**src/rtl/fetch_s.sv**
```systemverilog
// Instruction fetch stage: owns the PC, drives the ROM word address and feeds decode
// through a 2-entry {pc, instr} buffer. A redirect flushes everything in flight.
module fetch_s #(
  parameter logic [31:0] RESET_PC = 32'h0000_0000,
  parameter int          ADDR_W   = 10
) (
  input  logic              clk,
  input  logic              rst_n,
  input  logic              fetch_en,
  output logic [ADDR_W-1:0] rom_addr,
  input  logic [31:0]       rom_instr,
  input  logic              redirect_valid,
  input  logic [31:0]       redirect_pc,
  output logic              if_valid,
  input  logic              if_ready,
  output logic [31:0]       if_pc,
  output logic [31:0]       if_instr,
  output logic              misalign_err
);

  logic [31:0] pc_q, pc_d;
  logic [31:0] req_pc_q, req_pc_d;
  logic        inflight_q, inflight_d;
  logic [1:0]  count_q, count_d;
  logic [31:0] e0_pc_q, e0_pc_d, e0_in_q, e0_in_d;
  logic [31:0] e1_pc_q, e1_pc_d, e1_in_q, e1_in_d;
  logic        mis_q, mis_d;
  logic        pop, push, issue;
  logic [2:0]  credit;

  always_comb begin
    pop    = (count_q != 2'd0) & if_ready;
    push   = inflight_q & ~redirect_valid;
    // Entries that will be occupied next cycle; issuing only when at most one
    // is used guarantees the response always finds a free slot.
    credit = {1'b0, count_q} + {2'b00, inflight_q} - {2'b00, pop};
    issue  = fetch_en & ~redirect_valid & (credit <= 3'd1);

    pc_d       = pc_q;
    req_pc_d   = req_pc_q;
    inflight_d = 1'b0;
    count_d    = count_q;
    e0_pc_d    = e0_pc_q;
    e0_in_d    = e0_in_q;
    e1_pc_d    = e1_pc_q;
    e1_in_d    = e1_in_q;
    mis_d      = 1'b0;

    if (redirect_valid) begin
      pc_d    = {redirect_pc[31:2], 2'b00};
      count_d = 2'd0;
      mis_d   = |redirect_pc[1:0];
    end else begin
      inflight_d = issue;
      if (issue) begin
        req_pc_d = pc_q;
        pc_d     = pc_q + 32'd4;
      end
      case ({push, pop})
        2'b10: begin
          if (count_q == 2'd0) begin
            e0_pc_d = req_pc_q;
            e0_in_d = rom_instr;
            count_d = 2'd1;
          end else if (count_q == 2'd1) begin
            e1_pc_d = req_pc_q;
            e1_in_d = rom_instr;
            count_d = 2'd2;
          end
        end
        2'b01: begin
          if (count_q == 2'd2) begin
            e0_pc_d = e1_pc_q;
            e0_in_d = e1_in_q;
          end
          count_d = count_q - 2'd1;
        end
        2'b11: begin
          if (count_q == 2'd1) begin
            e0_pc_d = req_pc_q;
            e0_in_d = rom_instr;
          end else begin
            e0_pc_d = e1_pc_q;
            e0_in_d = e1_in_q;
            e1_pc_d = req_pc_q;
            e1_in_d = rom_instr;
          end
        end
        default: ;
      endcase
    end
  end

  always_ff @(posedge clk) begin
    if (!rst_n) begin
      pc_q       <= RESET_PC;
      req_pc_q   <= 32'd0;
      inflight_q <= 1'b0;
      count_q    <= 2'd0;
      e0_pc_q    <= 32'd0;
      e0_in_q    <= 32'd0;
      e1_pc_q    <= 32'd0;
      e1_in_q    <= 32'd0;
      mis_q      <= 1'b0;
    end else begin
      pc_q       <= pc_d;
      req_pc_q   <= req_pc_d;
      inflight_q <= inflight_d;
      count_q    <= count_d;
      e0_pc_q    <= e0_pc_d;
      e0_in_q    <= e0_in_d;
      e1_pc_q    <= e1_pc_d;
      e1_in_q    <= e1_in_d;
      mis_q      <= mis_d;
    end
  end

  assign rom_addr     = pc_q[ADDR_W+1:2];
  assign if_valid     = (count_q != 2'd0);
  assign if_pc        = e0_pc_q;
  assign if_instr     = e0_in_q;
  assign misalign_err = mis_q;

  // A response arriving at a full buffer with no pop would be silently lost.
  a_no_overflow: assert property (@(posedge clk) disable iff (!rst_n)
    !(push && !pop && count_q == 2'd2));

endmodule

```
**config.mk**
```make
export PLATFORM = sky130hd
export DESIGN_NAME = fetch_s
export DESIGN_NICKNAME = d
export VERILOG_FILES = /design/src/rtl/fetch_s.sv
export SDC_FILE = /design/constraint.sdc
export NUM_CORES = 1
export LEC_CHECK = 0
export CORE_AREA = 2 2 155 157
export CTS_BUF_LIST = sky130_fd_sc_hd__clkbuf_16
export CTS_CLUSTER_DIAMETER = 40
export DETAILED_ROUTE_END_ITERATION = 7
export DIE_AREA = 0 0 157 159
export PLACE_DENSITY = 0.62
export SLEW_MARGIN = 20
export SYNTH_ARGS = -nofsm -noshare
export SYNTH_HDL_FRONTEND = slang
export SYNTH_SLANG_ARGS = --single-unit
```
**constraint.sdc**
```tcl
create_clock -name clk -period 5.85 [get_ports clk]
set_input_delay 0.8775 -clock clk [delete_from_list [all_inputs] [get_ports clk]]
set_output_delay 0.8775 -clock clk [all_outputs]
set_load 0.01 [all_outputs]
```
; ---- After elaboration in Yosys (flattened, before gate mapping)
; Index checks and enable logic that the tools add are counted.
[totals]
regBits = 196
in_bits = 69
out_inout_bits = 76
word_cells = 63
[op_classes]
addsub = 4
n_lt_le_gt_ge = 1
eq_ne = 10
muxes = 19
bitwise_logic = 6
n_reduce_logical = 13
[ops]
columns = op, n
row1 = $mux W32, 12
row2 = $pmux W32 S3, 2
row3 = $pmux W32 S2, 2
row4 = $add A32 B3 Y32 const B, 1
row5 = $ne A2 B2 Y1 const B, 4
row6 = $reduce_and A4 Y1, 2
row7 = $reduce_bool A2 Y1, 4
row8 = $eq A2 B2 Y1 const B, 3
row9 = $reduce_and A2 Y1, 3
row10 = $and A1 B1 Y1, 4
row11 = $eq A2 B1 Y1 const B, 2
row12 = $mux W2, 2
row13 = $pmux W2 S2, 1
row14 = $reduce_or A2 Y1, 2
row15 = $add A2 B1 Y3, 1
row16 = $le A3 B1 Y1 const B, 1
row17 = $ne A3 B3 Y1 const B, 1
row18 = $reduce_bool A3 Y1, 1
row19 = $sub A3 B1 Y3, 1
row20 = $logic_not A2 Y1, 1
row21 = $not A1 Y1, 2
row22 = $sub A2 B1 Y2 const B, 1

; ---- Depth between registers and ports, before layout
; Gate-level depths: netlist of run 1.
[logic_depth]
word_depth = 7
mapped_depth = 15
depth_no_buf = 13

; ---- Least setup slack after synthesis of run 1
; Ideal clock, no wire load.
[synth_path]
path_type = register to register
startpoint = reg count_q[0]
endpoint = reg req_pc_q[10]
setup_ps = 70
t_arrival_ps = 3055
required_ps = 5780
setup_slack_ps = 2725
stages_incl_launch_ff = 16
n_path_buf = 3
synth_period_minus_slack_ps = 3125
cell_sequence = dfxtp_1 > inv_1 > ha_1 > inv_1 > nand2_1 > xnor2_1 > ha_1 > inv_1 > fa_1 > xor2_1 > nor3_1 > buf_2 > buf_1 > buf_1 > nand2_1 > a21oi_1
[synth_via]
elab_chain_cells = 6
word_cells_on_any_way = 7
cone_classes = add/sub: 2 / order compare: 1 / bitwise: 2 / reduce/logical: 2
[synth_rtl]
columns = item, line_no
row1 = from (decl), 24  ; logic [1:0] count_q, count_d;
row2 = from (signal assigned), 109  ; count_q <= count_d;
row3 = $reduce_bool A2 Y1, --
row4 = via if_valid, 14  ; output logic if_valid,
row5 = $and A1 B1 Y1, 32  ; pop = (count_q != 2'd0) & if_ready;
row6 = $sub A3 B1 Y3, 36  ; credit = {1'b0, count_q} + {2'b00, inflight_q} - {2'b00, pop};
row7 = $le A3 B1 Y1, 37  ; issue = fetch_en & ~redirect_valid & (credit <= 3'd1);
row8 = $and A1 B1 Y1, 37
row9 = $reduce_and A2 Y1 (no line), --
row10 = to (signal assigned), 107  ; req_pc_q <= req_pc_d;
row11 = to (decl), 22  ; logic [31:0] req_pc_q, req_pc_d;
; The timed path passes the listed nets, and every way through them passes these cells.
; A chain may end at the register's enable or synchronous reset.

; ---- Worst setup path after layout of run 1
[layout_path]
startpoint = in if_ready
endpoint = reg pc_q[9]
[layout_via]
elab_chain_cells = 5
[layout_rtl]
columns = item, line_no
row1 = from (decl), 15  ; input logic if_ready,
row2 = $and A1 B1 Y1, 32
row3 = $sub A3 B1 Y3, 36
row4 = $le A3 B1 Y1, 37
row5 = $and A1 B1 Y1, 37
row6 = $reduce_bool A2 Y1 (no line), --
row7 = to (signal assigned), 106  ; pc_q <= pc_d;
row8 = to (decl), 21  ; logic [31:0] pc_q, pc_d;
; No other way between the ends.

==> out/qor.yml, run 1 <==
die_area_sq_um: 25000
cp-start-kind: "primary input"
end_kind: "register"
dpl.hpwl_um: 13600
syn-cell-area_sq_um: 8050
cts_tree: "done"
io_buffers: 144
numCtsBuffers: 17
synth-main-ff-cell: "dfxtp_1"
ys_types: 53
rsz0062_at_grt: "false"
cp-startpoint: "if_ready"
grt_pass1_wl_um: 34600
fin_setup_tns_ns: 0
drt_iter0_drc: 544
dr.pass1.iters: 6
synth_edf_count: 0
timing.final.crit_period_ns: 4.00
intPower_mw: 2.05
fin_util: 0.439
p_switching_uw: 682
maxSlewHeadroom: 0.362
rrSetupSlack_ns: 1.91
start_util: 0.347
worst_pin_slew_ns: 0.956
skew_ns: 0.0137
post_cts_buffers: 0
setup_viol: 0
clkTransAtPathRegs_ns: 0.07
overflow: 0
powerDensity_nw_per_um2: 269
synth_top_area_frac: 0.478
dieHeight_um: 159
n_fill_cell: 2361
ys_seq_area_frac: 0.478
hold_viol_final: 0
synthTopCellsByArea: "dfxtp_1 (48%), nand2_1 (16%), a21oi_1 (7.0%)"
fp-row-count: 56
cts_max_level: 4
p_comb_frac: 0.095
synth_nets: 1115
ant_nets: 0
max_cap_violations: 0
ctsHoldBuffers: 0
wire_per_inst_um: 14.6
syn_area_per_cell_sq_um: 7.74
yosys_warnings: 0
clock_path_buffers: 2
synthToLayoutAreaGrowth_pct: 26.5
cp_max_fo: 22
grt_antenna_before_repair: 0
seq_power_share: 0.506
cts_sinks: 192
cp.arrival_ns: 4.29
worstPathCellList: "clkdlybuf4s50_1, nand2_1, xnor2_1, ha_1, inv_1, fa_1, xor2_1, or3_1, buf_4, o21ai_0, a221oi_1, nor2_1"
route.detailed.drc: 0
status: "complete, no violations"
viasPerCell: 4.99
rr_startpoint: "count_q[0]$_SDFFE_PP0P_"
syn_inst: 1040
min_path_type: "register to register"
critPathRequiredTime_ns: 6.14
slowest_stage: "or3_1"
report.final.slew_viol_count: 0
r2r_cells: 14
switching_share: 0.249
grt_max_degree: 101
synth_top_cell_by_area: "dfxtp_1"
grt_pass1_vias: 6706
clock_power_share: 0.400
cpPeakStageDelay_ns: 0.70
ios: 145
fmax_mhz: 250
place.gp.congestion: 0.819
p_leak_nw: 3.28
post_cts_resized: 0
cts_root_buffer: "clkbuf_16"
die_w_um: 157
wl_um: 21300
grt.total_usage: 0.169
core-area_sq_um: 23200
period_share: 0.683
ys_async_sr_fraction: 0
crit_path_end: "pc_q[9]$_SDFFE_PN0P_"
antennaDiodeCount: 0
yosys_register_bits: 192
nets: 1203
r2r-end: "pc_q[9]$_SDFFE_PN0P_"
drive_above_1_share: 0.0508
crit_type: "primary input to register"
worstSkewPairLatency_ns: 0.43
ir_drop_mv: 0.146
vias: 7288
[flip-flops by register name, indices dropped and copies added (netlist names)]
signal / flops
e1_in_q: 32
e1_pc_q: 32
if_instr: 32
if_pc: 32
pc_q: 30
req_pc_q: 30
count_q: 2
inflight_q: 1
misalign_err: 1
[logic make-up (layout without fill, tap and decap cells)]
logic type / after synthesis / after routing / share of synthesized area
DFF: 192 / 192 / 0.478
xor gates and xnor gates: 12 / 12 / 0.0131
muxes: 4 / 4 / 0.00560
and+or+nand+nor: 499 / 499 / 0.256
buffers and inverters: 98 / 199 / 0.0526
AOI/OAI and AO/OA: 229 / 229 / 0.185
adders and majority gates: 6 / 6 / 0.0103
[cells in the mapped netlist, drive strengths merged, types with 3 or more instances]
| library cell | instances |
|---|---|
| nand4 | 13 |
| nor4 | 3 |
| xnor2 | 5 |
| nand3 | 21 |
| ha | 5 |
| inv | 10 |
| and2 | 5 |
| nand2b | 3 |
| or3 | 5 |
| o31ai | 3 |
| o21ai | 10 |
| a311oi | 62 |
| o211ai | 3 |
| a31oi | 11 |
| o22ai | 5 |
| o311ai | 4 |
| and3 | 6 |
| mux2 | 4 |
| dfxtp | 192 |
| clkbuf | 65 |
| a21oi | 113 |
| nor2 | 83 |
| o21a | 3 |
| nor3 | 11 |
| buf | 23 |
| xor2 | 7 |
| nand2 | 343 |
[power by group through the flow]
stage               clock [mW]  combinational, mW  sequential (mW)
floorplan                    0              0.133             1.41
global placement             0              0.259             1.41
detailed placement           0              0.261             1.41
CTS                       1.13              0.262             1.38
global route              1.18              0.286             1.39
finish                    1.09              0.259             1.38
[how the worst min path moves through the flow]
stage,startpoint,endpoint,slack [ns],cells after the start
2_1_floorplan,e1_in_q[0]$_SDFFE_PN0P_,e1_in_q[0]$_SDFFE_PN0P_,0.44,2
4_1_cts,e1_pc_q[10]$_SDFFE_PN0P_,e1_pc_q[10]$_SDFFE_PN0P_,0.46,2
6_report,e1_in_q[9]$_SDFFE_PN0P_,e1_in_q[9]$_SDFFE_PN0P_,0.45,2
3_3_place_gp,e1_in_q[9]$_SDFFE_PN0P_,e1_in_q[9]$_SDFFE_PN0P_,0.44,2
5_1_grt,e1_pc_q[10]$_SDFFE_PN0P_,e1_pc_q[10]$_SDFFE_PN0P_,0.47,2
3_5_place_dp,e1_pc_q[15]$_SDFFE_PN0P_,e1_pc_q[15]$_SDFFE_PN0P_,0.45,2
[critical path, delay by kind of cell]
family                     cells  cell delay (ns)
and+or+nand+nor                3             0.95
xor gates and xnor gates       2             0.61
AOI/OAI and AO/OA              2             0.38
adders and majority gates      2             0.54
buffers and inverters          3             0.93
[layout by cell type, fill, tap and decap left out, types with 2 or more instances in the layout]
cell             count
clkinv_1             4
o31ai_1              3
mux2_2               4
a311oi_1            62
and3_1               5
and2_1               5
nand4_1             12
o21a_1               3
a22o_1               2
a2bb2oi_1            2
clkinv_2             2
nor3_1               8
a21oi_1            112
clkinv_4             3
or3_1                4
o311ai_0             4
xor2_1               7
o22ai_1              5
xnor2_1              5
nor3_2               3
nand2b_1             3
nor2b_1              2
clkbuf_16           17
o21ai_0             10
ha_1                 5
nor2_1              83
buf_4               13
a22oi_1              2
o211ai_1             3
a222oi_1             2
nand3_1             20
inv_6                4
dfxtp_1            192
nand2_1            342
a31oi_1             11
inv_1               10
clkdlybuf4s50_1    144
a221oi_1             2
[routing by layer]
layer | part of all wire | GRT usage | wire (um)
met1 | 0.49 | 0.237 | 10500
met2 | 0.46 | 0.265 | 9690
met3 | 0.043 | 0.0357 | 905
met4 | 0.0082 | 0.0421 | 175
met5 | 0 | 0 | 0
[final cells by class]
| type | count | area, sq um | area share |
|---|---|---|---|
| tap | 319 | 399 | 0.0392 |
| clock buffer | 17 | 425 | 0.0418 |
| multi-input combinational | 750 | 3810 | 0.374 |
| inverter | 10 | 42.5 | 0.00418 |
| clock inverter | 15 | 119 | 0.0117 |
| sequential | 192 | 3840 | 0.378 |
| timing repair buffer | 157 | 1540 | 0.151 |
[metrics by stage]
stage	setup WS (ns)	hold WS [ns]	std cells	total power [mW]	cell area, sq um
floorplan	2.72	0.437	1040	1.54	8050
global placement	1.54	0.442	1428	1.67	9630
detailed placement	1.46	0.447	1428	1.67	9630
CTS	1.90	0.456	1460	2.77	10200
global route	1.61	0.470	1460	2.85	10200
finish	1.85	0.453	1460	2.74	10200
Power figures use the tool's default switching activity.
==> inputs of run 2 (changes only) <==
--- a/config.mk
+++ b/config.mk
@@ -10,7 +10,7 @@
 export CTS_CLUSTER_DIAMETER = 40
 export DETAILED_ROUTE_END_ITERATION = 7
 export DIE_AREA = 0 0 157 159
-export PLACE_DENSITY = 0.62
+export PLACE_DENSITY = 0.64
 export SLEW_MARGIN = 20
 export SYNTH_ARGS = -nofsm -noshare
 export SYNTH_HDL_FRONTEND = slang
==> constraint.sdc (replaced) <==
create_clock -name clk -period 3.31 [get_ports clk]
set_input_delay 0.4965 -clock clk [delete_from_list [all_inputs] [get_ports clk]]
set_output_delay 0.4965 -clock clk [all_outputs]
set_load 0.01 [all_outputs]
==> run 2 against run 1 <==
Net effect: global-route usage hardly changed; sequential share of layout area is 0.73 points lower; first-iteration DRC count is 15% lower; via count is 1.8% higher; worst hold slack better by 0.00065 ns; clock skew is 0.0040 ns lower; routed wire length is 1.4% lower; sequential power is 77% higher; core utilization is 0.86 points higher; cell area is 2.0% higher.
==> out/qor.yml, run 2 (synthesis results as in run 1) <==
report.final.slew_viol_count: 0  # unchanged
die_w_um: 157  # unchanged
post_cts_buffers: 0  # unchanged
grt.total_usage: 0.169  # -0.000260
io_buffers: 144  # unchanged
dr.pass1.iters: 7  # +1
viasPerCell: 5.03  # +0.84%
vias: 7420  # +1.8%
p_leak_nw: 3.38  # +3.0%
synthToLayoutAreaGrowth_pct: 29.0
clkTransAtPathRegs_ns: 0.07  # about the same
ant_nets: 0  # unchanged
cts_root_buffer: "clkbuf_16"
fin_setup_tns_ns: 0  # unchanged
crit_type: "register to register"
layout_commonest_cell: "nand2_1"
wl_um: 21000  # -1.4%
skew_ns: 0.00970  # -0.00404 ns
setup_viol: 0  # unchanged
critPathRequiredTime_ns: 3.63  # -2.51 ns
grt_pass1_vias: 6700  # -0.089%
route.detailed.drc: 0  # unchanged
ir_drop_mv: 0.241  # +65%
place.gp.congestion: 0.851  # +3.9%
grt_use_met3: 0.0286  # -0.00708
rsz0062_at_grt: "false"
overflow: 0  # unchanged
core-area_sq_um: 23200  # unchanged
placed_cell_area_sq_um: 9830  # +2.0%
final_area_sq_um: 10400  # +2.0%
dpl.hpwl_um: 13500  # -0.75%
rrSetupSlack_ns: 0.20  # -1.71 ns
grt_pass1_wl_um: 34500  # -0.30%
drive_above_1_share: 0.0641  # +0.0132
fin_util: 0.447  # +0.00863
grt_antenna_before_repair: 0  # unchanged
final_cell_mix: "nand2_1 (342), dfxtp_1 (192), clkdlybuf4s50_1 (144), a21oi_1 (112), nor2_1 (83)"
hold_ws_ns: 0.454  # +0.000650 ns
max_cap_violations: 0  # unchanged
end_kind: "register"
min_path_type: "register to register"
powerDensity_nw_per_um2: 467  # +74%
worst_pin_slew_ns: 0.793  # -0.162 ns
top_usage_layer: "met2"
fp-row-count: 56  # unchanged
cts_max_level: 4  # unchanged
start_util: 0.347  # unchanged
antennaDiodeCount: 0  # unchanged
die_area_sq_um: 25000  # unchanged
cp_max_fo: 42  # +91%
status: "complete, no violations"
cp-start-kind: "register"
period_share: 0.940
power_mw: 4.85  # +77%
cp.arrival_ns: 3.43  # -0.86 ns
hold_viol_final: 0  # unchanged
dieHeight_um: 159  # unchanged
global_route.usage.met2: 0.264  # -0.00120
grt_max_degree: 129  # +28%
maxSlewHeadroom: 0.467  # +0.105
cts_tree: "done"
drt_iter0_drc: 465  # -15%
met1_usage: 0.239  # +0.00212
worstSkewPairLatency_ns: 0.43  # about the same
clock_path_buffers: 2  # unchanged
ios: 145  # unchanged
cts_sinks: 192  # unchanged
nets: 1217  # +1.2%
numCtsBuffers: 17  # unchanged
wire_per_inst_um: 14.2  # -2.3%
fmax_mhz: 321
timing.final.crit_period_ns: 3.11
[run 2: cell type report]
cell class	instances	area, sq um
fillers	2295	12800
flip-flops and latches	192	3840
clock buffers	17	425
repair buffers	171	1730
well taps	319	399
clock inverters	15	119
inverters	10	42.5
multi-input cells	750	3820
[run 2: report_power, final]
part	internal (mW)	switching, mW	total, mW	leakage [nW]
clock	1.03	0.891	1.92	0.271
combinational	0.240	0.242	0.482	1.55
sequential	2.38	0.0676	2.44	1.56
total	3.65	1.20	4.85	3.38
[run 2: critical path: stages, from the launching register on]
cell	delay (ns)
dfxtp_1	0.33
inv_1	0.08
ha_1	0.26
inv_1	0.15
nand2_1	0.10
xnor2_1	0.16
ha_1	0.18
inv_1	0.05
fa_1	0.40
xor2_2	0.21
or3_1	0.43
buf_12	0.20
nand2_1	0.08
o21ai_0	0.07
o31a_1	0.30
[run 2: path summary, 6_finish.rpt]
path,startpoint,endpoint,cells past startpoint
min,e1_in_q[9]$_SDFFE_PN0P_,e1_in_q[9]$_SDFFE_PN0P_,2
max reg2reg,count_q[1]$_SDFFE_PP0P_,pc_q[18]$_SDFFE_PN0P_,14
min reg2reg,e1_in_q[9]$_SDFFE_PN0P_,e1_in_q[9]$_SDFFE_PN0P_,2
max,count_q[1]$_SDFFE_PP0P_,pc_q[18]$_SDFFE_PN0P_,14
[run 2: metal layers]
metal,vias to the layer above,part of all wire
li1,3756,-
met1,3408,0.47
met2,238,0.46
met3,18,0.058
met4,0,0.012
met5,-,0
[run 2: repair_timing]
item | 4_1_cts | 5_1_grt
hold buffers | 0 | 0
resized for setup | 0 | 1
endpoints found under the hold margin | 0 | 0
setup endpoints to repair | 0 | 2
[run 2: per-stage QoR]
stage	setup WS, ns	instances
detailed placement	0.0328	1442
global placement	0.0650	1442
finish	0.198	1474
global route	0.00976	1474
floorplan	0.185	1040
CTS	0.181	1474
